File: config.mk
export PLATFORM = sky130hd
export DESIGN_NAME = l2_request_arbiter
export DESIGN_NICKNAME = d
export VERILOG_FILES = /design/src/rtl/l2_request_arbiter.sv
export SDC_FILE = /design/constraint.sdc
export NUM_CORES = 1
export LEC_CHECK = 0
export CAP_MARGIN = 20
export CORE_AREA = 4 4 532 534
export DETAILED_ROUTE_END_ITERATION = 8
export DIE_AREA = 0 0 536 538
export DONT_BUFFER_PORTS = 1
export SYNTH_ARGS = -nofsm -noshare
export SYNTH_HDL_FRONTEND = slang
export SYNTH_SLANG_ARGS = --single-unit
File: constraint.sdc
create_clock -name clk -period 2.07 [get_ports clk]
set_clock_uncertainty 0.1 [all_clocks]
set_input_delay 0.1035 -clock clk [delete_from_list [all_inputs] [get_ports clk]]
set_output_delay 0.1035 -clock clk [all_outputs]
set_load 0.1 [all_outputs]
File: src/rtl/l2_request_arbiter.sv
// Two-port (instruction / data) arbiter in front of the 256-bit L2 line port.
// Optional compile-time macro ARBITER_ROUND_ROBIN_EN replaces fixed data priority with round-robin.
module l2_request_arbiter (
   input  logic         clk,
   input  logic         reset_n,
   input  logic [31:0]  i_addr,
   input  logic         i_read,
   output logic [255:0] i_rdata,
   output logic         i_resp,
   input  logic [31:0]  d_addr,
   input  logic         d_read,
   input  logic         d_write,
   input  logic [255:0] d_wdata,
   output logic [255:0] d_rdata,
   output logic         d_resp,
   output logic [31:0]  addr_to_level_two_cache,
   output logic [255:0] wdata_to_level_two_cache,
   output logic         read_to_level_two_cache,
   output logic         write_to_level_two_cache,
   input  logic [255:0] rdata_from_level_two_cache,
   input  logic         resp_from_level_two_cache
);

   typedef enum logic [2:0] {IDLE, GRANT_I, GRANT_D, RESP_I, RESP_D} state_t;

   state_t         state_reg, state_next;
   logic [31:0]    addr_reg, addr_next;
   logic [255:0]   wdata_reg, wdata_next;
   logic           read_reg, read_next;
   logic           write_reg, write_next;
   logic [255:0]   i_rdata_reg, i_rdata_next;
   logic [255:0]   d_rdata_reg, d_rdata_next;
   logic           i_req, d_req, d_wins, granting;

   assign i_req = i_read;
   assign d_req = d_read | d_write;

`ifdef ARBITER_ROUND_ROBIN_EN
   // last_d_reg = 1 when the data port won the previous grant; the other port wins ties
   logic last_d_reg, last_d_next;
   assign d_wins = d_req & (~i_req | ~last_d_reg);
`else
   assign d_wins = d_req;
`endif

   assign granting = (state_reg == GRANT_I) || (state_reg == GRANT_D);

   always_comb begin
      state_next   = state_reg;
      addr_next    = addr_reg;
      wdata_next   = wdata_reg;
      read_next    = read_reg;
      write_next   = write_reg;
      i_rdata_next = i_rdata_reg;
      d_rdata_next = d_rdata_reg;
`ifdef ARBITER_ROUND_ROBIN_EN
      last_d_next  = last_d_reg;
`endif
      case (state_reg)
         IDLE: begin
            if (d_wins) begin
               // a simultaneous read+write is illegal; the write takes precedence
               addr_next  = d_addr;
               wdata_next = d_wdata;
               write_next = d_write;
               read_next  = ~d_write;
               state_next = GRANT_D;
`ifdef ARBITER_ROUND_ROBIN_EN
               last_d_next = 1'b1;
`endif
            end else if (i_req) begin
               addr_next  = i_addr;
               wdata_next = '0;
               write_next = 1'b0;
               read_next  = 1'b1;
               state_next = GRANT_I;
`ifdef ARBITER_ROUND_ROBIN_EN
               last_d_next = 1'b0;
`endif
            end
         end
         GRANT_I: begin
            if (resp_from_level_two_cache) begin
               i_rdata_next = rdata_from_level_two_cache;
               state_next   = RESP_I;
            end
         end
         GRANT_D: begin
            if (resp_from_level_two_cache) begin
               d_rdata_next = rdata_from_level_two_cache;
               state_next   = RESP_D;
            end
         end
         RESP_I:  state_next = IDLE;
         RESP_D:  state_next = IDLE;
         default: state_next = IDLE;
      endcase
   end

   always_ff @(posedge clk or negedge reset_n) begin
      if (!reset_n) begin
         state_reg   <= IDLE;
         addr_reg    <= '0;
         wdata_reg   <= '0;
         read_reg    <= 1'b0;
         write_reg   <= 1'b0;
         i_rdata_reg <= '0;
         d_rdata_reg <= '0;
`ifdef ARBITER_ROUND_ROBIN_EN
         last_d_reg  <= 1'b1;
`endif
      end else begin
         state_reg   <= state_next;
         addr_reg    <= addr_next;
         wdata_reg   <= wdata_next;
         read_reg    <= read_next;
         write_reg   <= write_next;
         i_rdata_reg <= i_rdata_next;
         d_rdata_reg <= d_rdata_next;
`ifdef ARBITER_ROUND_ROBIN_EN
         last_d_reg  <= last_d_next;
`endif
      end
   end

   // strobes decode straight from state so an asynchronous reset drops them at once
   assign addr_to_level_two_cache  = addr_reg;
   assign wdata_to_level_two_cache = wdata_reg;
   assign read_to_level_two_cache  = granting & read_reg;
   assign write_to_level_two_cache = granting & write_reg;
   assign i_resp  = (state_reg == RESP_I);
   assign d_resp  = (state_reg == RESP_D);
   assign i_rdata = i_rdata_reg;
   assign d_rdata = d_rdata_reg;

   no_read_with_write : assert property (@(posedge clk) disable iff (!reset_n)
      (state_reg == IDLE) |-> !(d_read && d_write));

endmodule

==> summary.md <==
| Metric | Value |
|---|---|
| Total clock sinks | `805` |
| Slowest cell on crit path | `dfrtp_1` |
| Worst endpoint required time | `2.62 ns` |
| Setup crit start | `state_reg[0]$_DFFE_PN0P_` |
| Crit path max fanout | `8` |
| CTS tree | `done` |
| Slew headroom | `58.16%` |
| MaxCap Viol Count | `0` |
| Worst hold path startpoint | `d_wdata[235]` |
| Dominant synthesized flop cell | `dfrtp_1` |
| F_max | `448.0 MHz` |
| RSZ-0062 raised after global routing | `true` |
| Worst hold-check path type | `in2reg` |
| Row cnt | `194` |
| H-Tree Depth | `3` |
| Worst Tran Pin Value | `0.6275 ns` |
| Wirelength per Cell | `26.65 um` |
| Clk buf depth | `4` |
| DRT iter0 DRCs | `1239` |
| Synth Register Bits | `805` |
| Number of port buffers | `0` |
| Post-synth EDFFs | `0` |
| CP Data Arrival Time | `2.78 ns` |
| Worst hold path cell count | `2` |
| Crit path kind | `reg2reg` |
| R2r startpoint | `state_reg[0]$_DFFE_PN0P_` |
| CTS Buf Count | `98` |
| Initial core utilization | `10.84%` |
| Outcome | `finished, violations left` |
| Synth cell types | `24` |
| Clk_lat worst skew | `0.80 ns` |
| Util after Layout | `20.49%` |
| Largest net degree at the start of global routing | `102` |
| Cell area after synthesis | `30170 sq um` |
| Tot GR Track Use | `12.91%` |
| Crit-path most repeated cell | `buf_16` |
| Setup crit start kind | `register` |
| Post-synthesis sequential area ratio | `66.77%` |
| Min Clock Period, post-route | `2.232 ns` |
| Final Worst Setup Slack | `-0.1621 ns` |
| Clock transition at path regs | `0.07 ns` |
| Nets | `4324` |
| Critical path endpoint category | `register` |
| DP Worst Slack | `-0.05827 ns` |
| DR DRC count | `0` |
| Global-route wire length before repair | `253.7 mm` |
| Area Overhead vs Synth | `89.04%` |
| # IOs | `1386` |
| Fin. max-slew vios | `0` |
| Post-route cell area | `57040 sq um` |
| Die width | `536 um` |
| Die ar. | `288400 sq um` |
| Final hold violations | `0` |
| Largest stage delay, worst path | `0.40 ns` |
| Post-Route WL | `203.0 mm` |
| Hpwl dp | `158.4 mm` |
| Failing checks | `negative setup slack` |
| Vias in the first global route | `26670` |
| Root buffer cell | `clkbuf_16` |
| ANT nets after route | `0` |
| Syn Area/Cell | `16.94 sq um` |
| Placer congestion estimate | `0.8959` |
| Initial antenna violation count | `172` |
| Cells on worst reg2reg path | `7` |
| Synthesized instance count | `1781` |
| Final period utilization | `107.8%` |
| Fraction of registers with async set/reset | `100.0%` |
| Placed cell areas | `41020 sq um` |
| Die height | `538 um` |
| Grt ovf | `0` |
| Setup-failing EPs final | `213` |
| Core area | `278400 sq um` |
| Share of cells above drive strength 1 | `44.46%` |
| CP cell instances | `buf_6, nor4bb_4, buf_12, buf_16, buf_16, buf_8, mux2_4` |
| Syn Nets | `2363` |
| DR vias | `25840` |
| Vias per cell | `3.393` |
| Yosys Warn Count | `0` |
| Drt pass-1 iters | `5` |
[what timing repair did]
action | CTS | global route
hold buffers | 1004 | 0
buffers inserted | 20 | 23
endpoints found under the setup margin | 315 | 505
hold endpoints to repair | 1610 | 0
pin swaps | 5 | 66
gates cloned | 11 | 29
gates resized for setup | 105 | 234
[synth_stat cells (2+ instances only)]
| master | n | share of area (%) |
|---|---|---|
| buf_6 | 17 | 0.63 |
| buf_2 | 46 | 0.76 |
| nor3_2 | 2 | 0.066 |
| buf_12 | 22 | 1.5 |
| mux2_2 | 368 | 14 |
| buf_4 | 34 | 0.85 |
| mux2_1 | 209 | 7.8 |
| a22o_1 | 256 | 7.4 |
| nor2b_1 | 2 | 0.041 |
| nor3_1 | 2 | 0.033 |
| nor3b_1 | 2 | 0.050 |
| clkbuf_1 | 5 | 0.062 |
| dfrtp_1 | 805 | 67 |
[final timing paths]
path / to / slack [ns]
setup / recovery: d_rdata[181]$_DFFE_PN0P_ / -0.16
hold / removal: wdata_to_level_two_cache[235]$_DFFE_PN0P_ / 0.03
setup reg to reg: d_rdata[181]$_DFFE_PN0P_ / -0.16
hold reg to reg: d_rdata[52]$_DFFE_PN0P_ / 0.39
max in group asynchronous: d_rdata[165]$_DFFE_PN0P_ / 1.18
min in group asynchronous: wdata_to_level_two_cache[25]$_DFFE_PN0P_ / 0.07
[cells in the final DEF (no fill, tap or decap), drive strengths merged]
cell / Yosys / final
dlygate4sd3: 0 / 1002
buf: 119 / 961
dfrtp: 805 / 805
mux2: 577 / 577
a22o: 256 / 256
clkbuf: 5 / 154
diode: 0 / 78
clkinv: 0 / 19
inv: 1 / 11
bufinv: 0 / 7
clkinvlp: 0 / 5
nor3: 4 / 4
nor3b: 2 / 2
nor2b: 2 / 2
xnor2: 1 / 1
and3b: 1 / 1
nor2: 1 / 1
o31ai: 1 / 1
nand2: 1 / 1
nor4bb: 1 / 1
mux2i: 1 / 1
a21oi: 1 / 1
nor4: 1 / 1
a2111oi: 1 / 1
[worst max-delay path: cells and delay by family, from the launching register on]
| kind | cells | cell delay [ns] |
|---|---|---|
| AND/OR/NAND/NOR | 1 | 0.35 |
| buffers and inverters | 5 | 0.85 |
| multiplexers | 1 | 0.31 |
| flip-flops | 1 | 0.40 |
[per-stage QoR]
stage          cells  setup TNS [ns]  hold WS, ns
5_1_grt         7602          -40.65     0.004032
6_report        7617          -14.85      0.02925
3_3_place_gp    6288         -0.5355      0.02141
3_5_place_dp    6288          -4.266      0.02590
4_1_cts         7496          -21.41    0.0002579
2_1_floorplan   1781        -0.01440      -0.2921
[cell families (layout without fill, tap and decap cells)]
| group | count (synthesis) | count (layout) | share of synthesized area, % |
|---|---|---|---|
| compound gates | 259 | 259 | 7.502 |
| xor+xnor | 1 | 1 | 0.02903 |
| buf+inv | 125 | 2159 | 3.778 |
| flops | 805 | 805 | 66.77 |
| mux | 578 | 578 | 21.57 |
| other cells | 0 | 78 | 0 |
| simple gates | 13 | 13 | 0.3566 |
[per-layer routing]
metal | global-route usage, % | part of all wire, % | vias to the layer above
met4 | 5.264 | 4.4 | 96
met1 | 14.77 | 38 | 13120
li1 | - | - | 10630
met2 | 20.99 | 47 | 1564
met5 | 0 | 0.30 | -
met3 | 5.728 | 11 | 430
[area by class of cell]
| type | instances | area, sq um |
|---|---|---|
| Fill cell | 29260 | 221400 |
| Multi-Input combinational cell | 851 | 9803 |
| Timing Repair Buffer | 1985 | 19040 |
| Clock inverter | 41 | 485.5 |
| Clock buffer | 132 | 2700 |
| Sequential cell | 805 | 20150 |
| Inverter | 1 | 3.754 |
| Tap cell | 3724 | 4659 |
| Antenna cell | 78 | 195.2 |
Power is not shown: default switching activity piles up to over one toggle a cycle in this logic, so the estimate is an artifact.
